## config.mk

```make
export PLATFORM = sky130hd
export DESIGN_NAME = div_seq_flat
export DESIGN_NICKNAME = d
export VERILOG_FILES = /design/src/rtl/div_seq_if.sv /design/src/rtl/div_seq.sv /design/src/flat_wrapper.sv
export SDC_FILE = /design/constraint.sdc
export NUM_CORES = 1
export LEC_CHECK = 0
export ABC_AREA = 1
export ABC_CLOCK_PERIOD_IN_PS = 5400
export CAP_MARGIN = 20
export CORE_MARGIN = 1
export CORE_UTILIZATION = 37
export CTS_BUF_LIST = sky130_fd_sc_hd__clkbuf_8
export CTS_CLUSTER_DIAMETER = 120
export CTS_CLUSTER_SIZE = 30
export DETAILED_ROUTE_END_ITERATION = 10
export HOLD_SLACK_MARGIN = 0.06
export PLACE_DENSITY = 0.67
export SLEW_MARGIN = 20
export SYNTH_ARGS = -nofsm -noshare
export SYNTH_HDL_FRONTEND = slang
export SYNTH_SLANG_ARGS = --single-unit
```

## constraint.sdc

```tcl
create_clock -name clk -period 5.4 [get_ports clk]
set_clock_uncertainty 0.15 [all_clocks]
set_input_delay 0.54 -clock clk [delete_from_list [all_inputs] [get_ports clk]]
set_output_delay 0.54 -clock clk [all_outputs]
set_load 0.02 [all_outputs]
```

## src/rtl/div_seq_if.sv

```systemverilog
// Request/result bundle between the EX stage (master) and the iterative divider (slave).
// Handshake: master raises start_i with operands and holds it until it sees ready_o; the
// divider keeps ready_o/result_o stable while start_i stays high, and clears both once it drops.
interface div_seq_if #(
    parameter int WIDTH = 32
);
    logic                 signed_div_i;
    logic [WIDTH-1:0]     opdata1_i;
    logic [WIDTH-1:0]     opdata2_i;
    logic                 start_i;
    logic                 annul_i;
    logic [2*WIDTH-1:0]   result_o;
    logic                 ready_o;
    logic [1:0]           state_dbg;

    modport master (
        output signed_div_i, opdata1_i, opdata2_i, start_i, annul_i,
        input  result_o, ready_o, state_dbg
    );

    modport slave (
        input  signed_div_i, opdata1_i, opdata2_i, start_i, annul_i,
        output result_o, ready_o, state_dbg
    );
endinterface

```

## src/rtl/div_seq.sv

```systemverilog
// Radix-2 restoring divider for DIV/DIVU: one quotient bit per cycle, result {rem, quo}.
// Optional DIV_EARLY_EXIT_EN: skip iteration when |dividend| < |divisor|.
module div_seq #(
    parameter int WIDTH = 32
) (
    input  logic      clk,
    input  logic      rst,
    div_seq_if.slave  bus
);
    localparam int CW = $clog2(WIDTH);

    typedef enum logic [1:0] {
        S_IDLE   = 2'd0,
        S_BYZERO = 2'd1,
        S_ON     = 2'd2,
        S_END    = 2'd3
    } state_t;

    state_t               state;
    logic [CW-1:0]        cnt;
    logic [WIDTH-1:0]     dvd;
    logic [WIDTH-1:0]     rem;
    logic [WIDTH-1:0]     dsr;
    logic                 neg_q;
    logic                 neg_r;
    logic                 ready_q;
    logic [2*WIDTH-1:0]   result_q;

    logic [WIDTH-1:0]     in_mag_a;
    logic [WIDTH-1:0]     in_mag_b;
    logic [WIDTH:0]       rem_sh;
    logic [WIDTH:0]       rem_sub;
    logic                 ge;
    logic [WIDTH-1:0]     rem_nx;
    logic [WIDTH-1:0]     dvd_nx;
    logic [WIDTH-1:0]     q_fix;
    logic [WIDTH-1:0]     r_fix;

    // Magnitudes of the incoming operands; -MIN stays MIN, which reads correctly as unsigned.
    always_comb begin
        in_mag_a = (bus.signed_div_i && bus.opdata1_i[WIDTH-1]) ? -bus.opdata1_i : bus.opdata1_i;
        in_mag_b = (bus.signed_div_i && bus.opdata2_i[WIDTH-1]) ? -bus.opdata2_i : bus.opdata2_i;
    end

    // The shifted partial remainder needs one extra bit before the compare.
    always_comb begin
        rem_sh  = {rem, dvd[WIDTH-1]};
        rem_sub = rem_sh - {1'b0, dsr};
        ge      = (rem_sh >= {1'b0, dsr});
        rem_nx  = ge ? rem_sub[WIDTH-1:0] : rem_sh[WIDTH-1:0];
        dvd_nx  = {dvd[WIDTH-2:0], ge};
        q_fix   = neg_q ? -dvd_nx : dvd_nx;
        r_fix   = neg_r ? -rem_nx : rem_nx;
    end

    always_ff @(posedge clk) begin
        if (!rst) begin
            state    <= S_IDLE;
            cnt      <= '0;
            dvd      <= '0;
            rem      <= '0;
            dsr      <= '0;
            neg_q    <= 1'b0;
            neg_r    <= 1'b0;
            ready_q  <= 1'b0;
            result_q <= '0;
        end else begin
            case (state)
                S_IDLE: begin
                    if (bus.start_i && !bus.annul_i) begin
                        dsr   <= in_mag_b;
                        dvd   <= in_mag_a;
                        rem   <= '0;
                        cnt   <= '0;
                        neg_q <= bus.signed_div_i &
                                 (bus.opdata1_i[WIDTH-1] ^ bus.opdata2_i[WIDTH-1]);
                        neg_r <= bus.signed_div_i & bus.opdata1_i[WIDTH-1];
                        if (bus.opdata2_i == '0) begin
                            state <= S_BYZERO;
                        end
`ifdef DIV_EARLY_EXIT_EN
                        else if (in_mag_a < in_mag_b) begin
                            // Quotient is zero and the dividend itself is the remainder.
                            state    <= S_END;
                            ready_q  <= 1'b1;
                            result_q <= {bus.opdata1_i, {WIDTH{1'b0}}};
                        end
`endif
                        else begin
                            state <= S_ON;
                        end
                    end
                end
                S_BYZERO: begin
                    if (bus.annul_i) begin
                        state <= S_IDLE;
                    end else begin
                        state    <= S_END;
                        ready_q  <= 1'b1;
                        result_q <= '0;
                    end
                end
                S_ON: begin
                    if (bus.annul_i) begin
                        state <= S_IDLE;
                    end else begin
                        rem <= rem_nx;
                        dvd <= dvd_nx;
                        cnt <= cnt + 1'b1;
                        if (cnt == CW'(WIDTH - 1)) begin
                            state    <= S_END;
                            ready_q  <= 1'b1;
                            result_q <= {r_fix, q_fix};
                        end
                    end
                end
                S_END: begin
                    if (!bus.start_i) begin
                        state    <= S_IDLE;
                        ready_q  <= 1'b0;
                        result_q <= '0;
                    end
                end
                default: state <= S_IDLE;
            endcase
        end
    end

    assign bus.ready_o   = ready_q;
    assign bus.result_o  = result_q;
    assign bus.state_dbg = state;
endmodule

```

## src/flat_wrapper.sv

```systemverilog
// flat-port wrapper written by rule: the top's interface ports become plain ports
module div_seq_flat 
#(
    parameter int WIDTH = 32
)
  (clk, rst, bus_signed_div_i, bus_opdata1_i, bus_opdata2_i, bus_start_i, bus_annul_i, bus_result_o, bus_ready_o, bus_state_dbg);
  div_seq_if #(.WIDTH(WIDTH)) bus_i ();
  input  logic clk;
  input  logic rst;
  input wire logic [$bits(bus_i.signed_div_i)-1:0] bus_signed_div_i;
  input wire logic [$bits(bus_i.opdata1_i)-1:0] bus_opdata1_i;
  input wire logic [$bits(bus_i.opdata2_i)-1:0] bus_opdata2_i;
  input wire logic [$bits(bus_i.start_i)-1:0] bus_start_i;
  input wire logic [$bits(bus_i.annul_i)-1:0] bus_annul_i;
  output wire logic [$bits(bus_i.result_o)-1:0] bus_result_o;
  output wire logic [$bits(bus_i.ready_o)-1:0] bus_ready_o;
  output wire logic [$bits(bus_i.state_dbg)-1:0] bus_state_dbg;
  assign bus_i.signed_div_i = bus_signed_div_i;
  assign bus_i.opdata1_i = bus_opdata1_i;
  assign bus_i.opdata2_i = bus_opdata2_i;
  assign bus_i.start_i = bus_start_i;
  assign bus_i.annul_i = bus_annul_i;
  assign bus_result_o = bus_i.result_o;
  assign bus_ready_o = bus_i.ready_o;
  assign bus_state_dbg = bus_i.state_dbg;
  div_seq #(.WIDTH(WIDTH)) u_core (.clk(clk), .rst(rst), .bus(bus_i));
endmodule
```

After elaboration in Yosys (flattened, before gate mapping)
Cells that the tools add are included.
{ "op_classes": {"add_sub_neg": 6, "n_lt_le_gt_ge": 1, "eq_ne": 10, "n_mux": 31, "bitwise_logic": 3, "reduce_logical": 12} }
{ "op_table": {"columns": ["operator", "count"], "rows": [
  ["32-bit two-way mux", 9],
  ["64-bit two-way mux", 4],
  ["64-bit case mux with 3 select lines", 1],
  ["32-bit negation", 4],
  ["32-bit case mux with 2 select lines", 2],
  ["33-bit by 32-bit >= comparator with 1-bit output", 1],
  ["32-bit logical NOT", 1],
  ["32-bit subtractor", 1],
  ["2-bit two-way mux", 6],
  ["5-bit two-way mux", 2],
  ["5-bit case mux with 2 select lines", 1],
  ["2-bit case mux with 4 select lines", 1],
  ["2-bit inequality test (second input constant)", 3],
  ["3-bit AND reduction", 2],
  ["5-bit by 1-bit adder with 5-bit output (second input constant)", 1],
  ["5-bit equality test (second input constant)", 1],
  ["5-bit AND reduction", 1],
  ["2-bit equality test (second input constant)", 2],
  ["1-bit two-way mux", 4],
  ["2-bit by 1-bit inequality test with 1-bit output (second input constant)", 2],
  ["1-bit logical AND", 3],
  ["3-bit by 2-bit inequality test with 1-bit output (second input constant)", 1],
  ["1-bit case mux with 3 select lines", 1],
  ["3-bit nonzero test", 1],
  ["7 further kinds", 8]
]} }
{ "word_totals": {"register_bits": 170, "in_bits": 69, "output_inout_bits": 67, "wordCells": 72} }

Longest topological paths before layout
Gate-level depths: netlist of the first run.
{ "depth": {"depth_word": 7, "depth_mapped": 27, "ltp_nobuf": 26} }

Least setup slack after synthesis of the first run
Ideal clock, no wire load.
{ "synth_timing": {"path_kind": "register to register", "from": "register u_core.dsr[3]", "to": "register u_core.result_q[28] (netlist: u_core.bus.result_o[28])", "setup_ns": 0.132, "t_arrival_ns": 3.446, "required_ns": 5.118, "path_slack_ns": 1.671, "stages_incl_launch_ff": 27, "n_path_buf": 1, "synth_period_minus_slack_ns": 3.729, "cell_sequence": "dfxtp_1 > inv_1 > ha_1 > nand2_1 > inv_2 > nand2_1 > nand2_1 > nand2_1 > nand3_2 > nand2_2 > nand2_2 > a21oi_1 > buf_4 > ha_1 > inv_1 > nor3_1 > nand3_1 > nor3_1 > nand3_1 > nor2_1 > nand3_1 > o21ai_1 > o21ai_0 > a21oi_1 > a21oi_1 > o21ai_0 > a21oi_1"} }
{ "synth_between": {"elab_chain_len": 6} }
{ "synth_rtl": {"columns": ["element", "line_no", "text"], "rows": [
  ["from (decl)", "div_seq.sv:23", "logic [WIDTH-1:0] dsr;"],
  ["from (signal assigned)", "div_seq.sv:71", "dsr <= in_mag_b;"],
  ["33-bit by 32-bit >= comparator with 1-bit output", "div_seq.sv:49", "ge = (rem_sh >= {1'b0, dsr});"],
  ["32-bit negation", "div_seq.sv:52", "q_fix = neg_q ? -dvd_nx : dvd_nx;"],
  ["32-bit two-way mux", "div_seq.sv:52", null],
  ["64-bit two-way mux", "div_seq.sv:110", "if (cnt == CW'(WIDTH - 1)) begin"],
  ["64-bit two-way mux", "div_seq.sv:104", "if (bus.annul_i) begin"],
  ["64-bit case mux with 3 select lines", "div_seq.sv:68", "case (state)"],
  ["to (signal assigned)", "div_seq.sv:113", "result_q <= {r_fix, q_fix};"],
  ["to (decl)", "div_seq.sv:27", "logic [2*WIDTH-1:0] result_q;"]
]} }
No other way between the ends. The select of a mux whose other input is x is not followed.
A chain may end at the register's enable or synchronous reset.

Worst setup path after layout of the first run
{ "layout_timing": {"from": "register u_core.dsr[2]", "to": "register u_core.result_q[26] (netlist: u_core.bus.result_o[26])"} }
The elaborated chain is that of the path after synthesis.

==> metrics.txt, run 1 <==
run status completed; diode count 0; CTS tree yes; largest net degree at the start of global routing 67; crit-path max cell delay 0.38 ns; Mapped Cells 2109; Hold WC Path Type reg2reg; total wire length ~44 mm; Post-synth EDFFs 0; sequential-to-total area share from yosys stat ~27%; drt drc 0; Core ar. about 34000 sq um; first-pass GRT wire length about 70 mm; fraction of layout cells with a size suffix above 1 roughly 5.9%; Max clock buf depth 2; Reg2Reg Depth 25; most frequent cells in the layout nand2_1, inv_1, a21oi_1; Arr. time, crit path around 4.6 ns; register area roughly 3400 sq um; post-placement setup slack approximately 1.1 ns; Worst Path Class, Setup reg2reg; initial antenna violation count 0; Vias/cell 5.163; critical path's most frequent cell nand2_1; Synth cell types 53; full die area around 35000 sq um; Slew Limit Fails 0; remaining global-route overflow 0; Skew-Pair Late Insertion Delay 0.51 ns; crit-path leading delay family simple AND/OR/NAND/NOR gates; area grow syn2layout 16.20%; VDD IR max about 0.43 mV; Buf/Inv on CP 2; root buffer cell clkbuf_8; slowest CP cell ha_1; setup ws final between 1 and 1.5 ns; Tmin final about 4.4 ns; crit end category flop; post_cts resized 0; Routability Congestion approximately 0.95; Max-cap violations 0; Max-slew headroom between 30% and 40%; GRT Overall Usage 24.79%; Mapped Nets about 2200; PD cells 476.7 nW/um^2; die span in y ~190 microns; hold path depth 2; Synth Area per Inst about 6 sq um; Post-DP HPWL 34.03 mm; post-synthesis register bit count 170; vias ~14000; Static Leakage around 6.7 nW; Num CTS Buffers 17; setup TNS 0 ns; final setup violation count 0; nature of the critical path startpoint flop; yosys warns 0; Post-synth ARST share 0%; multi-input logic area between 7000 and 8000 sq um; cell area after synthesis between 10000 and 15000 sq um; Ports 136; number of routed nets with antenna violations 0; Least-Margin Pin Slew slightly above 1 ns; vias in the first global route between 10000 and 15000; drt pass-1 iters 6; width of the die roughly 190 microns; main flop type after synthesis dfxtp_1; largest fanout on the critical path 6; WP depth 25; htree depth 4; Initial Utilization between 30% and 40%; # rows 67; Port Buffers 135; Hold Vio Cnt, Final 0; hold slack 0.3169 ns; clk slew on worst S/H paths 0.10 ns; hold_buf cts 0; setup bufs post-CTS 0; unrepaired setup endpoints after global routing false; Sink Count 170; fillers around 3600; post-DR wirelength/cell between 15 and 20 microns; Worst EP required roughly 5.6 ns; Peak Freq between 0.2 and 0.25 GHz; fin nets about 2300; initial DRC count between 1000 and 1500; most common cell after layout, fill and taps aside nand2_1; Period Utilization, post-route approximately 81%
==> per-layer routing <==
metal / global-route usage (%) / wire length, microns / vias to the layer above / share of wire, %
met4: 8.323 / 1173 / 0 / 2.7
met1: 34.00 / 20260 / 6254 / 47
li1: - / - / 6980 / -
met2: 39.46 / 19330 / 445 / 44
met5: 0 / 0 / - / 0
met3: 3.752 / 2763 / 66 / 6.3
==> worst register-to-register path, delay by kind of cell, from the launching register on <==
family          cells  cell delay, ns
simple gates       14            1.83
fa+ha+maj           2            0.60
compound gates      7            1.23
buf+inv             2            0.09
flops               1            0.34
==> cell families (layout without fill, tap and decap cells) <==
kind of cell             after synthesis  count (layout)  synth area share, %
buffers and inverters                362             467                11.52
AO/OA/AOI/OAI                        373             373                16.27
XOR/XNOR                              47              47                3.244
adder cells (fa/ha/maj)               43              43                4.299
flip-flops                           170             170                26.82
AND/OR/NAND/NOR                     1114            1114                37.86
==> sequential cells by signal, summed over array words and instances (netlist names) <==
register and count:
u_core.cnt 5, u_core.dsr 32, u_core.bus.result_o 64, u_core.neg_r 1
u_core.dvd 32, u_core.rem 32, u_core.neg_q 1, u_core.bus.state_dbg 2
u_core.bus.ready_o 1
==> synthesized netlist by cell type, types with 3 or more instances <==
cell type / number / area, sq um
nand2_1: 644 / 2417
inv_1: 265 / 994.7
a21oi_1: 196 / 980.9
dfxtp_1: 170 / 3403
nand3_1: 163 / 815.8
nor2_1: 161 / 604.3
o21ai_0: 87 / 435.4
clkbuf_1: 54 / 202.7
ha_1: 42 / 525.5
xor2_1: 35 / 306.5
nor3_1: 24 / 120.1
nand4_1: 23 / 143.9
nand2_2: 22 / 137.6
a31oi_1: 18 / 112.6
a22oi_1: 17 / 127.6
nor2_2: 16 / 100.1
or2_2: 15 / 93.84
nand3b_1: 13 / 97.59
o211ai_1: 12 / 90.09
xnor2_1: 12 / 105.1
inv_2: 11 / 41.29
clkinv_1: 10 / 37.54
o21ai_1: 8 / 40.04
o221ai_1: 8 / 70.07
and2_1: 7 / 43.79
buf_6: 7 / 78.83
buf_4: 6 / 45.04
nand3_2: 6 / 60.06
nor4_1: 6 / 37.54
o21bai_1: 6 / 45.04
a21o_1: 5 / 37.54
nor2_4: 4 / 45.04
buf_1: 3 / 11.26
buf_2: 3 / 15.01
o22ai_1: 3 / 18.77
o31ai_1: 3 / 22.52
==> where the power goes <==
group | total, W | internal (W) | leakage (nW) | switching (W)
clock network | 0.000989 | 0.000434 | 0.210 | 0.000555
registers | 0.00154 | 0.00140 | 1.38 | 0.000138
logic | 0.00450 | 0.00135 | 5.14 | 0.00315
total | 0.00703 | 0.00319 | 6.73 | 0.00384
==> per-stage QoR <==
| stage | util [%] | power (W) | cell area [sq um] | cells |
|---|---|---|---|---|
| 2_1_floorplan | - | 0.004828 | 12690 | 2109 |
| 3_3_place_gp | 42.65 | 0.005967 | 14340 | 2630 |
| 3_5_place_dp | 42.65 | 0.005994 | 14340 | 2630 |
| 4_1_cts | 43.87 | 0.006994 | 14750 | 2662 |
| 5_1_grt | 43.87 | 0.007641 | 14750 | 2662 |
| 6_report | 43.87 | 0.007029 | 14750 | 2662 |
==> worst paths after layout <==
kind	from	endpoint	slack, ns
max	u_core.dsr[2]$_SDFFE_PN0P_	u_core.bus.result_o[26]$_SDFFE_PN0P_	1.05
min	u_core.bus.result_o[50]$_SDFFE_PN0P_	u_core.bus.result_o[50]$_SDFFE_PN0P_	0.32
max reg2reg	u_core.dsr[2]$_SDFFE_PN0P_	u_core.bus.result_o[26]$_SDFFE_PN0P_	1.05
min reg2reg	u_core.bus.result_o[50]$_SDFFE_PN0P_	u_core.bus.result_o[50]$_SDFFE_PN0P_	0.32
==> area by class of cell <==
| cell class | instances | area share [%] |
|---|---|---|
| clock buffer | 18 | 1.680 |
| clock inverter | 14 | 1.095 |
| inverter | 286 | 7.297 |
| multi-input combinational | 1577 | 53.17 |
| sequential | 170 | 23.08 |
| tap | 448 | 3.801 |
| timing repair buffer | 149 | 9.876 |
Note: power is estimated with default switching activity, not from simulation.
==> run 2: changes to the inputs <==
- ABC_CLOCK_PERIOD_IN_PS: 5400 -> 4400
- clock period: 5.4 -> 4.4 ns (I/O delays scaled with it)
==> run 2 against run 1 <==
Non-clock buffer count up 8. Final cell count up 0.30%. First-iteration DRC count down 11%. Power up 22%. Global-route usage up 0.053 points. Register-to-register slack worse by 0.72 ns. Largest cell class unchanged. Wire length down 0.91%. Highest routed layer unchanged. Maximum frequency up 6.8%. Sequential share of layout area down 0.064 points. Critical path depth unchanged. Via count down 0.23%. Cell area up 0.28%.
==> metrics.txt, run 2 (same netlist as run 1, synthesis figures left out) <==
run status completed; Static Leakage between 6 and 7 nW; Least-Margin Pin Slew about 1.0 ns; initial DRC count roughly 960; die span in y around 190 microns; NetSw 0.004720 W; Gate power share 65.4%; remaining global-route overflow 0; fin nets 2321; Vias/cell 5.136; clk slew on worst S/H paths roughly 0.11 ns; design area around 15000 sq um; Num CTS Buffers 17; Int Power between 0.003 and 0.004 W; PD cells slightly below 600 nW/um^2; Arr. time, crit path between 4 and 5 ns; switching share of power 55.08%; most common cell after layout, fill and taps aside nand2_1; area grow syn2layout 16.52%; most frequent cells in the layout nand2_1, inv_1, a21oi_1; width of the die approximately 190 microns; vias in the first global route around 13000; drt pass-1 iters 8; largest net degree at the start of global routing 67; hold_buf cts 0; Final Util between 40% and 50%; Port Buffers around 140; Worst Path Class, Setup reg2reg; Core ar. ~34000 sq um; Finished Layout Cells approximately 2700; Max-slew headroom between 30 and 40%; Worst EP required about 4.6 ns; VDD IR max around 0.46 mV; largest fanout on the critical path 4; vias 13710; Max-cap violations 0; fillers around 3700; first-pass GRT wire length 69.03 mm; root buffer cell clkbuf_8; CTS tree yes; max reg flops between 60 and 70; # rows 67; number of routed nets with antenna violations 0; Peak Freq 0.2455 GHz; Period Utilization, post-route about 90%; post-DR wirelength/cell 16.15 microns; nature of the critical path startpoint flop; Ports around 140; hold slack 0.3180 ns; total wire length approximately 43 mm; Skew-Pair Late Insertion Delay between 0.5 and 0.6 ns; Hold Vio Cnt, Final 0; Total Power roughly 0.0086 W; placed cells 2637; initial antenna violation count 0; Initial Utilization 37.75%; Hold WC Path Type reg2reg; Flop pwr share between 20% and 30%; Tmin final roughly 4.1 ns; diode count 0; fraction of layout cells with a size suffix above 1 under 10%; Sink Count between 150 and 200; final setup violation count 0; Post-DP HPWL roughly 34 mm; Routability Congestion 0.9361; Post-DP Area roughly 14000 sq um; drt drc 0; clock network power share roughly 13%; GRT Overall Usage 24.84%; full die area 35040 sq um; htree depth 4; Slew Limit Fails 0; Max clock buf depth 2; crit end category flop
==> run 2: cell count changes in the layout (fill, tap and decap cells not counted), moves of 2 or more <==
cell,previous run,this run
inv_6,4,2
clkinv_4,2,5
buf_4,14,22
bufinv_16,2,0
==> run 2: through the flow <==
stage	setup slack [ns]	setup TNS, ns
floorplan	0.6714	0
global placement	0.2120	0
detailed placement	0.1008	0
CTS	0.07355	0
global route	-0.006679	-0.006679
finish	0.3267	0
==> run 2: power by group through the flow <==
stage | logic [W] | registers (W) | clock network [W]
finish | 0.00560 | 0.00189 | 0.00107
global route | 0.00630 | 0.00191 | 0.00116
CTS | 0.00550 | 0.00189 | 0.00109
detailed placement | 0.00548 | 0.00192 | 0
global placement | 0.00546 | 0.00192 | 0
floorplan | 0.00400 | 0.00193 | 0
==> run 2: repair_timing <==
| item | CTS | global route |
|---|---|---|
| hold endpoints to repair | 0 | 0 |
| resized for setup | 0 | 8 |
| endpoints found under the setup margin | 0 | 6 |
| setup buffers | 0 | 1 |
==> run 2: metal layers <==
metal	track usage (%)	vias to the layer above	routed length (microns)	share of wire [%]
met1	34.16	6308	20690	48
met5	0	-	0	0
met4	6.652	0	793	1.8
met3	2.702	48	1834	4.3
met2	41.04	359	19820	46
li1	-	6999	-	-
==> run 2: worst paths after layout <==
kind | start | endpoint | slack [ns] | cells after the start
setup / recovery | u_core.dsr[10]$_SDFFE_PN0P_ | u_core.bus.result_o[26]$_SDFFE_PN0P_ | 0.33 | 25
hold / removal | u_core.bus.result_o[29]$_SDFFE_PN0P_ | u_core.bus.result_o[29]$_SDFFE_PN0P_ | 0.32 | 2
setup reg to reg | u_core.dsr[10]$_SDFFE_PN0P_ | u_core.bus.result_o[26]$_SDFFE_PN0P_ | 0.33 | 25
hold reg to reg | u_core.bus.result_o[29]$_SDFFE_PN0P_ | u_core.bus.result_o[29]$_SDFFE_PN0P_ | 0.32 | 2
==> run 2: final cells by class <==
class	count	area, sq um	share of cell area, %
Clock buffer	19	261.5	1.768
Clock inverter	13	95.09	0.6430
Inverter	286	1076	7.276
Multi-Input combinational cell	1577	7875	53.25
Sequential cell	170	3403	23.01
Tap cell	448	560.5	3.791
Timing Repair Buffer	157	1516	10.25
==> run 2: worst max-delay path, stage by stage, from the launching register on <==
cell,delay (ns)
dfxtp_1,0.40
inv_1,0.08
ha_1,0.35
nand2_1,0.08
nand2_1,0.07
nand2_1,0.07
nand2_1,0.07
nand2_1,0.07
nand2_1,0.10
inv_2,0.08
nand2_2,0.10
a21oi_4,0.19
ha_1,0.17
inv_1,0.05
nor3_1,0.21
nand3_1,0.21
nor3_4,0.26
nand3_2,0.13
nor2_1,0.17
nand3_1,0.15
o21ai_2,0.18
o21ai_1,0.13
a21oi_1,0.18
a21oi_1,0.08
o21ai_0,0.10
a21oi_1,0.08
==> run 3: changes to the inputs <==
- ABC_AREA: 1 -> default
- HOLD_SLACK_MARGIN: 0.06 -> 0.02
- PLACE_DENSITY: 0.67 -> 0.68
==> run 3 against run 2 <==
Die area is 9.8% lower. Wire length is 12% lower. Utilization is 3.5 points higher. Worst setup slack worse by 0.097 ns. Sequential share of layout area is 0.89 points higher. First-iteration DRC count is 4.7% higher. Maximum frequency is 2.3% lower. Power is 18% lower. Sequential power is 4% lower. Synthesized cell count is 27% lower. Critical path type unchanged. Critical endpoint is now u_core.bus.result_o[29]$_SDFFE_PN0P_. Largest cell class unchanged. Highest routed layer unchanged.
==> metrics.txt, run 3 <==
drt drc 0; Static Leakage approximately 5.4 nW; CTS tree yes; Worst EP required between 4 and 5 ns; Int Power approximately 0.0037 W; hold_buf cts 0; reg2reg start u_core.rem[21]$_SDFFE_PN0P_; Reg2Reg Depth 15; sequential-to-total area share from yosys stat between 20 and 30%; r2r endpoint u_core.bus.result_o[29]$_SDFFE_PN0P_; vias ~12000; CP endpoint u_core.bus.result_o[29]$_SDFFE_PN0P_; Arr. time, crit path between 4 and 5 ns; # rows 63; Core ar. about 30000 sq um; NetSw approximately 0.0033 W; Metal-1 WL about 18 mm; full die area 31600 sq um; design area 14250 sq um; post-DR wirelength/cell about 18 microns; remaining global-route overflow 0; drt pass-1 iters 6; Tmin final 4.170 ns; Synth cell types just under 80; die span in y between 150 and 200 microns; max reg flops 64; WL met2 16.42 mm; Post-synth EDFFs 0; Gate power share a little under three fifths; CP Launch Point u_core.rem[21]$_SDFFE_PN0P_; Post-synth ARST share 0%; most common cell after layout, fill and taps aside nor2_1; run status completed; most frequent cells in the layout nor2_1, nand2_1, dfxtp_1; clk slew on worst S/H paths between 0.1 and 0.15 ns; count leader, synth nor2_1; Routability Congestion 0.9169; fraction of layout cells with a size suffix above 1 between 10% and 20%; Num CTS Buffers 17; htree depth 4; Synth top cells by count nor2_1, nand2_1, dfxtp_1, a21oi_1, xnor2_1; Least-Margin Pin Slew approximately 1.1 ns; Finished Layout Cells 2101; nature of the critical path startpoint flop; crit end category flop; Flop pwr share 25.8%; setup TNS 0 ns; largest net degree at the start of global routing 69; vias in the first global route roughly 11000; Post-DP Area around 14000 sq um; fillers ~3000; synth top area cells dfxtp_1, nor2_1, nand2_1; Total Power slightly above 0.007 W; post-synthesis register bit count 170; Mapped Cells 1535; Port Buffers approximately 140; first-pass GRT wire length 59.31 mm; Vias/cell 5.594; clock network power share 17.2%; Synth Area per Inst around 7.4 sq um; yosys warns 0; area grow syn2layout 24.66%; cell area after synthesis 11430 sq um; Slew Limit Fails 0; Worst Path Class, Setup reg2reg; most area-hungry cell type in the Yosys netlist dfxtp_1; Ports between 100 and 150; Worst R2R Setup Slack 0.23 ns; VDD IR max around 0.42 mV; initial DRC count roughly 1000; Post-DP HPWL 29.34 mm; Period Utilization, post-route approximately 95%; GRT Overall Usage approximately 24%; Top Layer Used met4; Hold Vio Cnt, Final 0; Max-cap violations 0; total wire length ~38 mm; initial antenna violation count 0; Max clock buf depth 2; metal3 WL around 2.3 mm; root buffer cell clkbuf_8; Initial Utilization between 30% and 40%; Skew-Pair Late Insertion Delay about 0.50 ns; PD cells a little under 500 nW/um^2; width of the die between 150 and 200 microns; top cell type's share of synthesized area 29.78%; fin nets 1810; final setup violation count 0; switching share of power between 40% and 50%; Peak Freq between 0.2 and 0.25 GHz; Sink Count 170; placed cells around 2100; unrepaired setup endpoints after global routing false; main flop type after synthesis dfxtp_1; Hold WC Path Type reg2reg; Max-slew headroom a little over a quarter; Mapped Nets between 1500 and 2000; diode count 0; number of routed nets with antenna violations 0; largest fanout on the critical path 19
-- run 3: how the worst min path moves through the flow --
| stage | startpoint | to | slack, ns | cells after the start |
|---|---|---|---|---|
| CTS | u_core.bus.result_o[57]$_SDFFE_PN0P_ | u_core.bus.result_o[57]$_SDFFE_PN0P_ | 0.31 | 2 |
| finish | u_core.bus.result_o[57]$_SDFFE_PN0P_ | u_core.bus.result_o[57]$_SDFFE_PN0P_ | 0.31 | 2 |
| global route | u_core.bus.result_o[56]$_SDFFE_PN0P_ | u_core.bus.result_o[56]$_SDFFE_PN0P_ | 0.34 | 2 |
| floorplan | u_core.dsr[31]$_SDFFE_PN0P_ | u_core.dsr[31]$_SDFFE_PN0P_ | 0.28 | 2 |
| global placement | u_core.cnt[4]$_SDFFE_PN0P_ | u_core.cnt[4]$_SDFFE_PN0P_ | 0.29 | 2 |
| detailed placement | u_core.bus.result_o[57]$_SDFFE_PN0P_ | u_core.bus.result_o[57]$_SDFFE_PN0P_ | 0.30 | 2 |
-- run 3: power by group through the flow --
stage / clock, W / combinational (W) / sequential [W]
after global routing: 0.00130 / 0.00437 / 0.00184
after CTS: 0.00123 / 0.00390 / 0.00182
final: 0.00122 / 0.00403 / 0.00182
after floorplan: 0 / 0.00253 / 0.00183
after global placement: 0 / 0.00385 / 0.00185
after detailed placement: 0 / 0.00387 / 0.00185
-- run 3: critical path: stages (launching register included) --
cell and delay [ns]:
dfxtp_1 0.50, ha_1 0.32, a21oi_1 0.25, o21ai_0 0.17
nand2_1 0.15, a21oi_2 0.08, or3_4 0.44, buf_4 0.24
inv_2 0.09, buf_4 0.12, nand3_2 0.07, or4_1 0.48
or4_1 0.44, o31ai_2 0.23, xor2_1 0.19, o21ai_1 0.07
-- run 3: area by class of cell --
class	instances	area (sq um)	area share, %
tap	390	488.0	3.425
clock buffer	17	234.0	1.642
clock inverter	15	183.9	1.291
multi-input combinational	1210	7557	53.04
timing repair buffer	241	2160	15.16
sequential	170	3406	23.90
inverter	58	220.2	1.545
-- run 3: logic make-up after synthesis --
family / after synthesis / share of synthesized area (%)
and+or+nand+nor: 582 / 23.04
buffers and inverters: 155 / 5.451
muxes: 17 / 1.511
adders and majority gates: 43 / 4.773
xor gates and xnor gates: 138 / 10.57
AOI/OAI and AO/OA: 430 / 24.87
DFF: 170 / 29.78
-- run 3: metrics by stage --
stage	setup slack, ns	hold WS, ns	utilization, %
floorplan	-0.04236	0.2819	-
global route	0.01125	0.3364	47.44
detailed placement	-0.09909	0.2963	45.79
CTS	0.06600	0.3122	47.22
finish	0.2302	0.3082	47.44
global placement	-0.01071	0.2917	45.79
-- run 3: layer usage --
| layer | vias up | GRT usage (%) |
|---|---|---|
| met5 | - | 0 |
| met4 | 0 | 7.799 |
| met3 | 51 | 4.649 |
| met2 | 378 | 36.75 |
| met1 | 5514 | 33.74 |
| li1 | 5811 | - |
-- run 3: timing repair --
| action | in CTS | in global routing |
|---|---|---|
| pin swaps | 0 | 4 |
| setup endpoints to repair | 3 | 18 |
| resized for setup | 2 | 12 |
| buffers inserted | 0 | 1 |
